### src/rtl/canvas_framebuffer.sv
// 28x28 grey-cell canvas: cell writes, a scaled RGB pixel pipeline (2 cycles, no stalls), a DNN read port (1 cycle)
// and a self-clearing sweep after reset or on iClear. Optional cell grid overlay when GRID_OVERLAY_EN is defined.
module canvas_framebuffer #(
  parameter int          CELLS       = 28,
  parameter int          SCALE_SHIFT = 4,
  parameter int          H_OFFSET    = 96,
  parameter int          V_OFFSET    = 16,
  parameter logic [11:0] BG_COLOR    = 12'h003
) (
  input  logic       iBusClk,
  input  logic       iRst,
  input  logic       iPixValid,
  input  logic [9:0] iPixX,
  input  logic [9:0] iPixY,
  output logic       oPixValid,
  output logic [3:0] oRed,
  output logic [3:0] oGreen,
  output logic [3:0] oBlue,
  input  logic       iWrEn,
  input  logic [4:0] iWrX,
  input  logic [4:0] iWrY,
  input  logic [3:0] iWrData,
  input  logic       iClear,
  output logic       oBusy,
  output logic       oClearDone,
  input  logic [9:0] iRdAddr,
  output logic [3:0] oRdData
);

  localparam int         DEPTH     = CELLS * CELLS;
  localparam logic [9:0] LAST_ADDR = 10'(DEPTH - 1);
  localparam logic [9:0] DEPTH_A   = 10'(DEPTH);
  localparam logic [9:0] CANVAS_PX = 10'(CELLS << SCALE_SHIFT);
  localparam logic [9:0] H_OFF     = 10'(H_OFFSET);
  localparam logic [9:0] V_OFF     = 10'(V_OFFSET);
  localparam logic [5:0] CELLS_V   = 6'(CELLS);

  typedef enum logic [0:0] {ST_IDLE, ST_CLEAR} fbState_t;

  // row*CELLS+col as a constant-selected sum of shifted rows; no multiplier is built
  function automatic logic [9:0] cellAddr(input logic [4:0] cx, input logic [4:0] cy);
    logic [9:0] acc;
    acc = {5'd0, cx};
    for (int i = 0; i < 6; i++) begin
      if (CELLS_V[i]) acc = acc + ({5'd0, cy} << i);
    end
    return acc;
  endfunction

  fbState_t   state, stateNext;
  logic [9:0] clrCnt, clrCntNext;
  logic       clearDoneNext;

  always_ff @(posedge iBusClk) begin
    if (iRst) begin
      state      <= ST_CLEAR;
      clrCnt     <= '0;
      oClearDone <= 1'b0;
    end else begin
      state      <= stateNext;
      clrCnt     <= clrCntNext;
      oClearDone <= clearDoneNext;
    end
  end

  always_comb begin
    stateNext     = state;
    clrCntNext    = clrCnt;
    clearDoneNext = 1'b0;
    case (state)
      ST_IDLE: begin
        if (iClear) begin
          stateNext  = ST_CLEAR;
          clrCntNext = '0;
        end
      end
      ST_CLEAR: begin
        clrCntNext = clrCnt + 10'd1;
        if (clrCnt == LAST_ADDR) begin
          stateNext     = ST_IDLE;
          clrCntNext    = '0;
          clearDoneNext = 1'b1;
        end
      end
      default: stateNext = ST_IDLE;
    endcase
  end

  assign oBusy = (state == ST_CLEAR);

  // Single write port: the sweep owns it while busy, drawing writes only land when idle and in range
  logic       wrAccept;
  logic       memWe;
  logic [9:0] memWAddr;
  logic [3:0] memWData;

  always_comb begin
    wrAccept = (state == ST_IDLE) && iWrEn
               && ({1'b0, iWrX} < CELLS_V) && ({1'b0, iWrY} < CELLS_V);
    memWe    = oBusy || wrAccept;
    memWAddr = oBusy ? clrCnt : cellAddr(iWrX, iWrY);
    memWData = oBusy ? 4'd0 : iWrData;
  end

  logic [3:0] mem [DEPTH];

  always_ff @(posedge iBusClk) begin
    if (memWe) mem[memWAddr] <= memWData;
  end

  // Stage 1: screen coordinate to cell address; negative offsets wrap and fall outside
  logic [9:0] dx, dy;
  logic       pixInside;
  logic [9:0] pixAddr;

  always_comb begin
    dx        = iPixX - H_OFF;
    dy        = iPixY - V_OFF;
    pixInside = (dx < CANVAS_PX) && (dy < CANVAS_PX);
    pixAddr   = pixInside ? cellAddr(5'(dx >> SCALE_SHIFT), 5'(dy >> SCALE_SHIFT)) : '0;
  end

  logic       p1Valid, p1Inside;
  logic [9:0] p1Addr;
  logic       p2Valid, p2Inside;
  logic [3:0] p2Cell;

  always_ff @(posedge iBusClk) begin
    if (iRst) begin
      p1Valid  <= 1'b0;
      p1Inside <= 1'b0;
      p2Valid  <= 1'b0;
      p2Inside <= 1'b0;
      oRdData  <= 4'd0;
    end else begin
      p1Valid  <= iPixValid;
      p1Inside <= pixInside;
      p2Valid  <= p1Valid;
      p2Inside <= p1Inside;
      oRdData  <= (iRdAddr < DEPTH_A) ? mem[iRdAddr] : 4'd0;
    end
  end

  // RAM read registers carry no reset; the reset valids mask them at the output
  always_ff @(posedge iBusClk) begin
    p1Addr <= pixAddr;
    p2Cell <= mem[p1Addr];
  end

  logic [3:0] cellShade;

`ifdef GRID_OVERLAY_EN
  logic pixEdge, p1Edge, p2Edge;

  assign pixEdge = (dx[SCALE_SHIFT-1:0] == '0) || (dy[SCALE_SHIFT-1:0] == '0);

  always_ff @(posedge iBusClk) begin
    p1Edge <= pixEdge;
    p2Edge <= p1Edge;
  end

  // Painted cells hide the grid line
  assign cellShade = ((p2Cell == 4'd0) && p2Edge) ? 4'h4 : p2Cell;
`else
  assign cellShade = p2Cell;
`endif

  always_comb begin
    oPixValid              = p2Valid;
    {oRed, oGreen, oBlue}  = 12'h000;
    if (p2Valid) begin
      {oRed, oGreen, oBlue} = p2Inside ? {cellShade, cellShade, cellShade} : BG_COLOR;
    end
  end

endmodule
### config.mk
export PLATFORM = sky130hd
export DESIGN_NAME = canvas_framebuffer
export DESIGN_NICKNAME = d
export VERILOG_FILES = /design/src/rtl/canvas_framebuffer.sv
export SDC_FILE = /design/constraint.sdc
export NUM_CORES = 2
export LEC_CHECK = 0
export ABC_CLOCK_PERIOD_IN_PS = 30300
export BUFFER_PORTS_ARGS = -buffer_cell sky130_fd_sc_hd__buf_2
export CAP_MARGIN = 20
export CELL_PAD_IN_SITES_DETAIL_PLACEMENT = 1
export CELL_PAD_IN_SITES_GLOBAL_PLACEMENT = 2
export CORE_ASPECT_RATIO = 1.1
export CORE_MARGIN = 2
export CORE_UTILIZATION = 50
export DETAILED_ROUTE_END_ITERATION = 8
export PLACE_DENSITY_LB_ADDON = 0.1
export SYNTH_ARGS = -nofsm -noshare
export SYNTH_HDL_FRONTEND = slang
export SYNTH_SLANG_ARGS = --single-unit
### constraint.sdc
create_clock -name iBusClk -period 30.3 [get_ports iBusClk]
set_clock_uncertainty 0.2 [all_clocks]
set_input_delay 0 -clock iBusClk [delete_from_list [all_inputs] [get_ports iBusClk]]
set_output_delay 0 -clock iBusClk [all_outputs]
set_load 0.1 [all_outputs]
* Word level (Yosys, flattened, before mapping)
Memories as Yosys holds them, arrays and structs flattened. A register that Yosys moved wholly into a read port is not among the register bits. Index checks and enable logic that the tools add are counted.
Storage, ports and cells: memory bits (writable) 3136, input port bits 49, memories 1, ROM bits 0, word-level logic and storage cells 49, register bits 26, output and inout bits 19, latch bits 0
Operators by class: divide/modulo/power cells 0, bitwise logic cells 2, reductions and logical operators 7, mux-type cells 15, $lt $le $gt $ge 5, add/subtract/negate cells 9, shift-type cells 0, multiply operators 0, equal/unequal tests 2
Memories:
- mem | words 784, width 4, read ports 2, clocked after Yosys merged registers in 2, write ports 1, RTL line 105 | logic [3:0] mem [DEPTH];
Operators with widths (count):
- $mux 10 | 3
- $add 9x9->10 | 2
- $lt 10x9->1 const B | 2
- $pmux 10 s2 | 1
- $add 8x8->9 | 2
- $add 5x7->8 | 2
- $mux 4 | 4
- $mux 12 | 1
- $add 10x1->10 const B | 1
- $eq 10x10->1 const B | 1
- $lt 10x10->1 const B | 1
- $lt 5x5->1 const B | 2
- $sub 10x5->10 const B | 1
- $sub 10x7->10 const B | 1
- $mux 1 | 5
- $logic_and 1x1->1 | 4
- $reduce_or 2->1 | 2
- $ne 2x2->1 const B | 1
- $not 1->1 | 2
- $pmux 1 s2 | 1
- $logic_or 1x1->1 | 1

* Logic depth before layout (Yosys ltp)
depth after elaboration 7, depth in mapped cells 15, gate-level depth less buffers 14

* Worst setup path after synthesis
No wires, ideal clock.
kind flip-flop to flip-flop, start point register state (netlist: oBusy), end point memory mem[0][0] (data pin), arrival 20102 ps, stages on the path, launching flop included 4, buffers on the path 2, clock period less this slack 24311 ps, slack 5989 ps, setup time 4010 ps, data required time 26090 ps, cells stage by stage dfxtp_1 > clkbuf_1 > clkbuf_1 > nor2b_1
Between the ends: word-level cells in the longest chain between the ends 1
Ends and longest elaborated chain:
- start, declared | RTL line 50 | fbState_t state, stateNext;
- start signal, assigned | RTL line 60 | state <= stateNext;
- $mux 4 | RTL line 102 | memWData = oBusy ? 4'd0 : iWrData;
- net memWData[0] | RTL line 95 | logic [3:0] memWData;
- end, declared | RTL line 105
The timed path passes the listed nets, and every way through them passes these cells.

==> impl_metrics.sql <==
INSERT INTO impl_metrics (metric_group, metric, value, unit) VALUES
('min_path', 'timing.hold.worst_endpoint', 'mem[730][1]', ''),
('routing', 'routed-via-count', '88439', ''),
('min_path', 'hp-class', 'input pin to flop', ''),
('global_route', 'grt_usage', '35.0', '%'),
('sta', 'timing.final.hold_violations', '0', ''),
('worst_setup_path', 'setup_crit_path_kind', 'flop to flop', ''),
('logic_synthesis', 'post_synth.cell_area_avg', '18.8', 'um2'),
('floorplanning', 'initial_utilization', '50.4', '%'),
('clocking', 'post_cts_resize_count', '0', ''),
('worst_setup_path', 'cp_top_family', 'buffers and inverters', ''),
('clocking', 'clock_sink_count', '3170', ''),
('final_layout', 'drive_gt1_share', '30.8', '%'),
('global_route', 'first_global_vias', '91547', ''),
('logic_synthesis', 'postSynth.asyncResetShare', '0', '%'),
('final_layout', 'seqCellArea', '94900', 'um2'),
('place', 'place_congestion', '0.879', ''),
('worst_setup_path', 'critical_path.startpoint_type', 'flop', ''),
('final_layout', 'layout.nets', '8097', ''),
('sta', 'relative_slew_slack', '18.6', '%'),
('clocking', 'cts_tree', 'yes', ''),
('worst_setup_path', 'r2r_slack', '23.00', 'ns'),
('routing', 'viasPerCell', '7.23', ''),
('worst_setup_path', 'crit_path_cell_trace', 'buf_4, buf_4, buf_12, buf_4, mux4_2, a22o_1, a221oi_1, a22oi_1, o2111ai_1, o21ai_0, o2111ai_1, o211ai_1', ''),
('logic_synthesis', 'synth_seq_area_share', '63.2', '%'),
('worst_setup_path', 'critical_path_peak_fanout', '63', ''),
('floorplanning', 'design.die.area', '305000', 'um2'),
('logic_synthesis', 'postSynthRegisterBits', '3170', ''),
('worst_setup_path', 'reg2reg_from', 'p1Addr[0]', ''),
('floorplanning', 'floorplan.core_area', '298000', 'um2'),
('floorplanning', 'die_x', '526', 'um'),
('clocking', 'cts-root-buf', 'sky130_fd_sc_hd__clkbuf_16', ''),
('sta', 'final.setup.tns', '0', 'ns'),
('worst_setup_path', 'critical_path.n_buffers_inverters', '4', ''),
('worst_setup_path', 'slowest_cp_cell', 'sky130_fd_sc_hd__dfxtp_4', ''),
('global_route', 'largest_net_degree_at_the_start_of_global_routing', '196', ''),
('flow_run', 'max_cap_violations', '0', ''),
('worst_setup_path', 'cp_common_cell', 'sky130_fd_sc_hd__buf_4', ''),
('sta', 'finalSetupViolations', '0', ''),
('sta', 'min_period', '7.30', 'ns'),
('outcome', 'result_of_the_run', 'complete, no violations', ''),
('routing', 'routed_wire_length_per_instance', '43.5', 'um'),
('place', 'io_buffer_count', '59', ''),
('worst_setup_path', 'r2r-end', 'cellShade[0]', ''),
('global_route', 'grt_pass1_wl', '739000', 'um'),
('worst_setup_path', 'worst-r2r-cell-count', '12', ''),
('routing', 'finalWirelength', '532000', 'um'),
('clocking', 'clkTransAtPathRegs', '0.06', 'ns'),
('logic_synthesis', 'total_standard_cell_area_after_synthesis', '150000', 'um2'),
('min_path', 'worstHoldStart', 'iWrData[1]', ''),
('routing', 'drt-pass1-iter-count', '5', ''),
('clocking', 'worstSkewPairLatency', '0.99', 'ns'),
('logic_synthesis', 'synth_top_flop_cell', 'sky130_fd_sc_hd__edfxtp_1', ''),
('global_route', 'grt_antenna_before_repair', '38', ''),
('logic_synthesis', 'yosys_warnings', '0', ''),
('floorplanning', 'die_h', '579', 'um'),
('worst_setup_path', 'crit_arrival', '7.86', 'ns'),
('power', 'p_per_area', '60.1', 'nW/um2'),
('final_layout', 'number_of_inserted_filler_cells_in_the_final_layout', '25759', ''),
('sta', 'fmax', '0.137', 'GHz'),
('sta', 'min_period_over_period', '24.1', '%'),
('place', 'hpwlAfterDp', '341000', 'um'),
('final_layout', 'area_growth_syn_to_layout', '10.7', '%'),
('global_route', 'globalRouteOverflowTotal', '0', ''),
('place', 'dp.cells', '11530', ''),
('clocking', 'cts_made_buffers', '338', ''),
('floorplanning', 'rows', '210', ''),
('min_path', 'worst_hold_path.num_cells', '4', ''),
('worst_setup_path', 'worstPathRequired', '30.86', 'ns'),
('routing', 'drt.antenna.violating_nets', '0', ''),
('logic_synthesis', 'number_of_enable_flip_flop_cells_after_synthesis', '3136', ''),
('worst_setup_path', 'worstSetupEndpointType', 'flop', '');
==> where the power goes <==
| part | internal [W] | switching (W) | leakage [nW] | total (W) |
|---|---|---|---|---|
| clock | 0.00240 | 0.00179 | 5.29 | 0.00420 |
| sequential | 0.00475 | 0.0000203 | 29.3 | 0.00477 |
| combinational | 0.000370 | 0.000645 | 16.5 | 0.00102 |
==> cell usage after synthesis, drive strengths merged (11+ instances only) <==
cell        n  area, um2
edfxtp   3136      94200
o21ai      89        445
a22o       26        228
xnor2      13        114
ha         29        363
nor2b      32        200
nor4       21        131
a211oi     45        338
nand4      16        100
nor2      897       3370
a221oi     74        648
a31oi      27        169
mux2i     248       2480
o22ai      59        369
inv        46        173
o211ai     25        188
nor3       44        220
nand3      86        430
a21oi     120        601
clkbuf    378       1420
a22oi     221       1660
fa         12        240
mux4     1667      37500
nand2     171        642
dfxtp      34        681
buf       323       1910
nand2b     11       68.8
o2111ai    11       96.3
==> sequential cells by signal, indices dropped and copies added, names as in the netlist <==
register and cells:
clrCnt 10, p1Addr 10, p1Inside 1, cellShade 4, oClearDone 1, mem 3136, oBusy 1, oPixValid 1
oRdData 4, p2Inside 1, p1Valid 1
==> timing repair <==
action,in CTS,in global routing
setup buffers,0,0
hold buffers,55,0
endpoints found under the hold margin,623,0
==> worst max path at each step <==
stage                          from      endpoint  slack (ns)  cells after the start
after global placement    p1Addr[0]  cellShade[3]       22.66                     12
after CTS                 p1Addr[0]  cellShade[3]       22.69                     12
final                     p1Addr[0]  cellShade[0]       23.00                     12
after global routing      p1Addr[0]  cellShade[0]       22.60                     12
after detailed placement  p1Addr[0]  cellShade[3]       22.70                     12
after floorplan               oBusy     mem[0][0]        5.99                      3
==> layout make-up <==
cell class | count | share of cell area [%]
antenna | 33 | 0.0497
clock buffer | 422 | 5.41
clock inverter | 181 | 1.13
inverter | 47 | 0.115
multi-input combinational | 4074 | 31.4
sequential | 3170 | 57.1
tap | 3922 | 2.95
timing repair buffer | 376 | 1.86
==> through the flow <==
step | area, um2 | util [%] | power (W) | setup slack, ns | hold WS, ns
after floorplan | 150000 | - | 0.00543 | 5.99 | -0.128
after global placement | 155000 | 51.9 | 0.00585 | 22.66 | 0.0166
after detailed placement | 155000 | 51.9 | 0.00585 | 22.70 | 0.0193
after CTS | 166000 | 55.7 | 0.0100 | 22.69 | 0.00551
after global routing | 166000 | 55.7 | 0.0102 | 22.60 | 0.0592
final | 166000 | 55.8 | 0.00998 | 23.00 | 0.0137
==> metal layers <==
layer	global-route usage, %	wire (um)	up-vias
li1	-	-	34004
met1	46.6	195000	48259
met2	56.2	257000	5140
met3	7.09	51900	1024
met4	16.0	27700	12
met5	0	78	-
==> worst register-to-register path, stage by stage, from the launching register on <==
cell	delay, ns
sky130_fd_sc_hd__dfxtp_4	0.90
sky130_fd_sc_hd__buf_4	0.80
sky130_fd_sc_hd__buf_4	0.79
sky130_fd_sc_hd__buf_12	0.63
sky130_fd_sc_hd__buf_4	0.87
sky130_fd_sc_hd__mux4_2	0.69
sky130_fd_sc_hd__a22o_1	0.20
sky130_fd_sc_hd__a221oi_1	0.52
sky130_fd_sc_hd__a22oi_1	0.20
sky130_fd_sc_hd__o2111ai_1	0.29
sky130_fd_sc_hd__o21ai_0	0.31
sky130_fd_sc_hd__o2111ai_1	0.51
sky130_fd_sc_hd__o211ai_1	0.19
==> cells by family after synthesis <==
logic type                 synth area share, %
AOI/OAI and AO/OA                         3.58
xor gates and xnor gates                 0.105
adders and majority gates                0.402
buffers and inverters                     2.33
DFF                                       63.2
muxes                                     26.7
and+or+nand+nor                           3.63
==> cells in the final DEF (no fill, tap or decap), types with 11 or more instances in the layout <==
cell,n
sky130_fd_sc_hd__edfxtp_1,3136
sky130_fd_sc_hd__mux4_2,1667
sky130_fd_sc_hd__nor2_1,885
sky130_fd_sc_hd__clkbuf_16,348
sky130_fd_sc_hd__mux2i_1,248
sky130_fd_sc_hd__buf_4,244
sky130_fd_sc_hd__a22oi_1,221
sky130_fd_sc_hd__nand2_1,137
sky130_fd_sc_hd__a21oi_1,120
sky130_fd_sc_hd__o21ai_0,87
sky130_fd_sc_hd__nand3_1,86
sky130_fd_sc_hd__a221oi_1,74
sky130_fd_sc_hd__clkbuf_1,73
sky130_fd_sc_hd__clkinv_1,64
sky130_fd_sc_hd__o22ai_1,59
sky130_fd_sc_hd__dlygate4sd3_1,55
sky130_fd_sc_hd__buf_2,54
sky130_fd_sc_hd__clkinv_2,48
sky130_fd_sc_hd__a211oi_1,45
sky130_fd_sc_hd__inv_1,43
sky130_fd_sc_hd__nor3_1,43
sky130_fd_sc_hd__bufinv_16,35
sky130_fd_sc_hd__diode_2,33
sky130_fd_sc_hd__nand2_4,33
sky130_fd_sc_hd__ha_1,29
sky130_fd_sc_hd__dfxtp_1,29
sky130_fd_sc_hd__a31oi_1,27
sky130_fd_sc_hd__a22o_1,26
sky130_fd_sc_hd__o211ai_1,25
sky130_fd_sc_hd__nor2b_1,23
sky130_fd_sc_hd__nor4_1,21
sky130_fd_sc_hd__nand4_1,16
sky130_fd_sc_hd__buf_12,16
sky130_fd_sc_hd__xnor2_1,13
sky130_fd_sc_hd__fa_1,12
sky130_fd_sc_hd__clkinvlp_4,12
sky130_fd_sc_hd__o2111ai_1,11
Power figures use the tool's default switching activity.
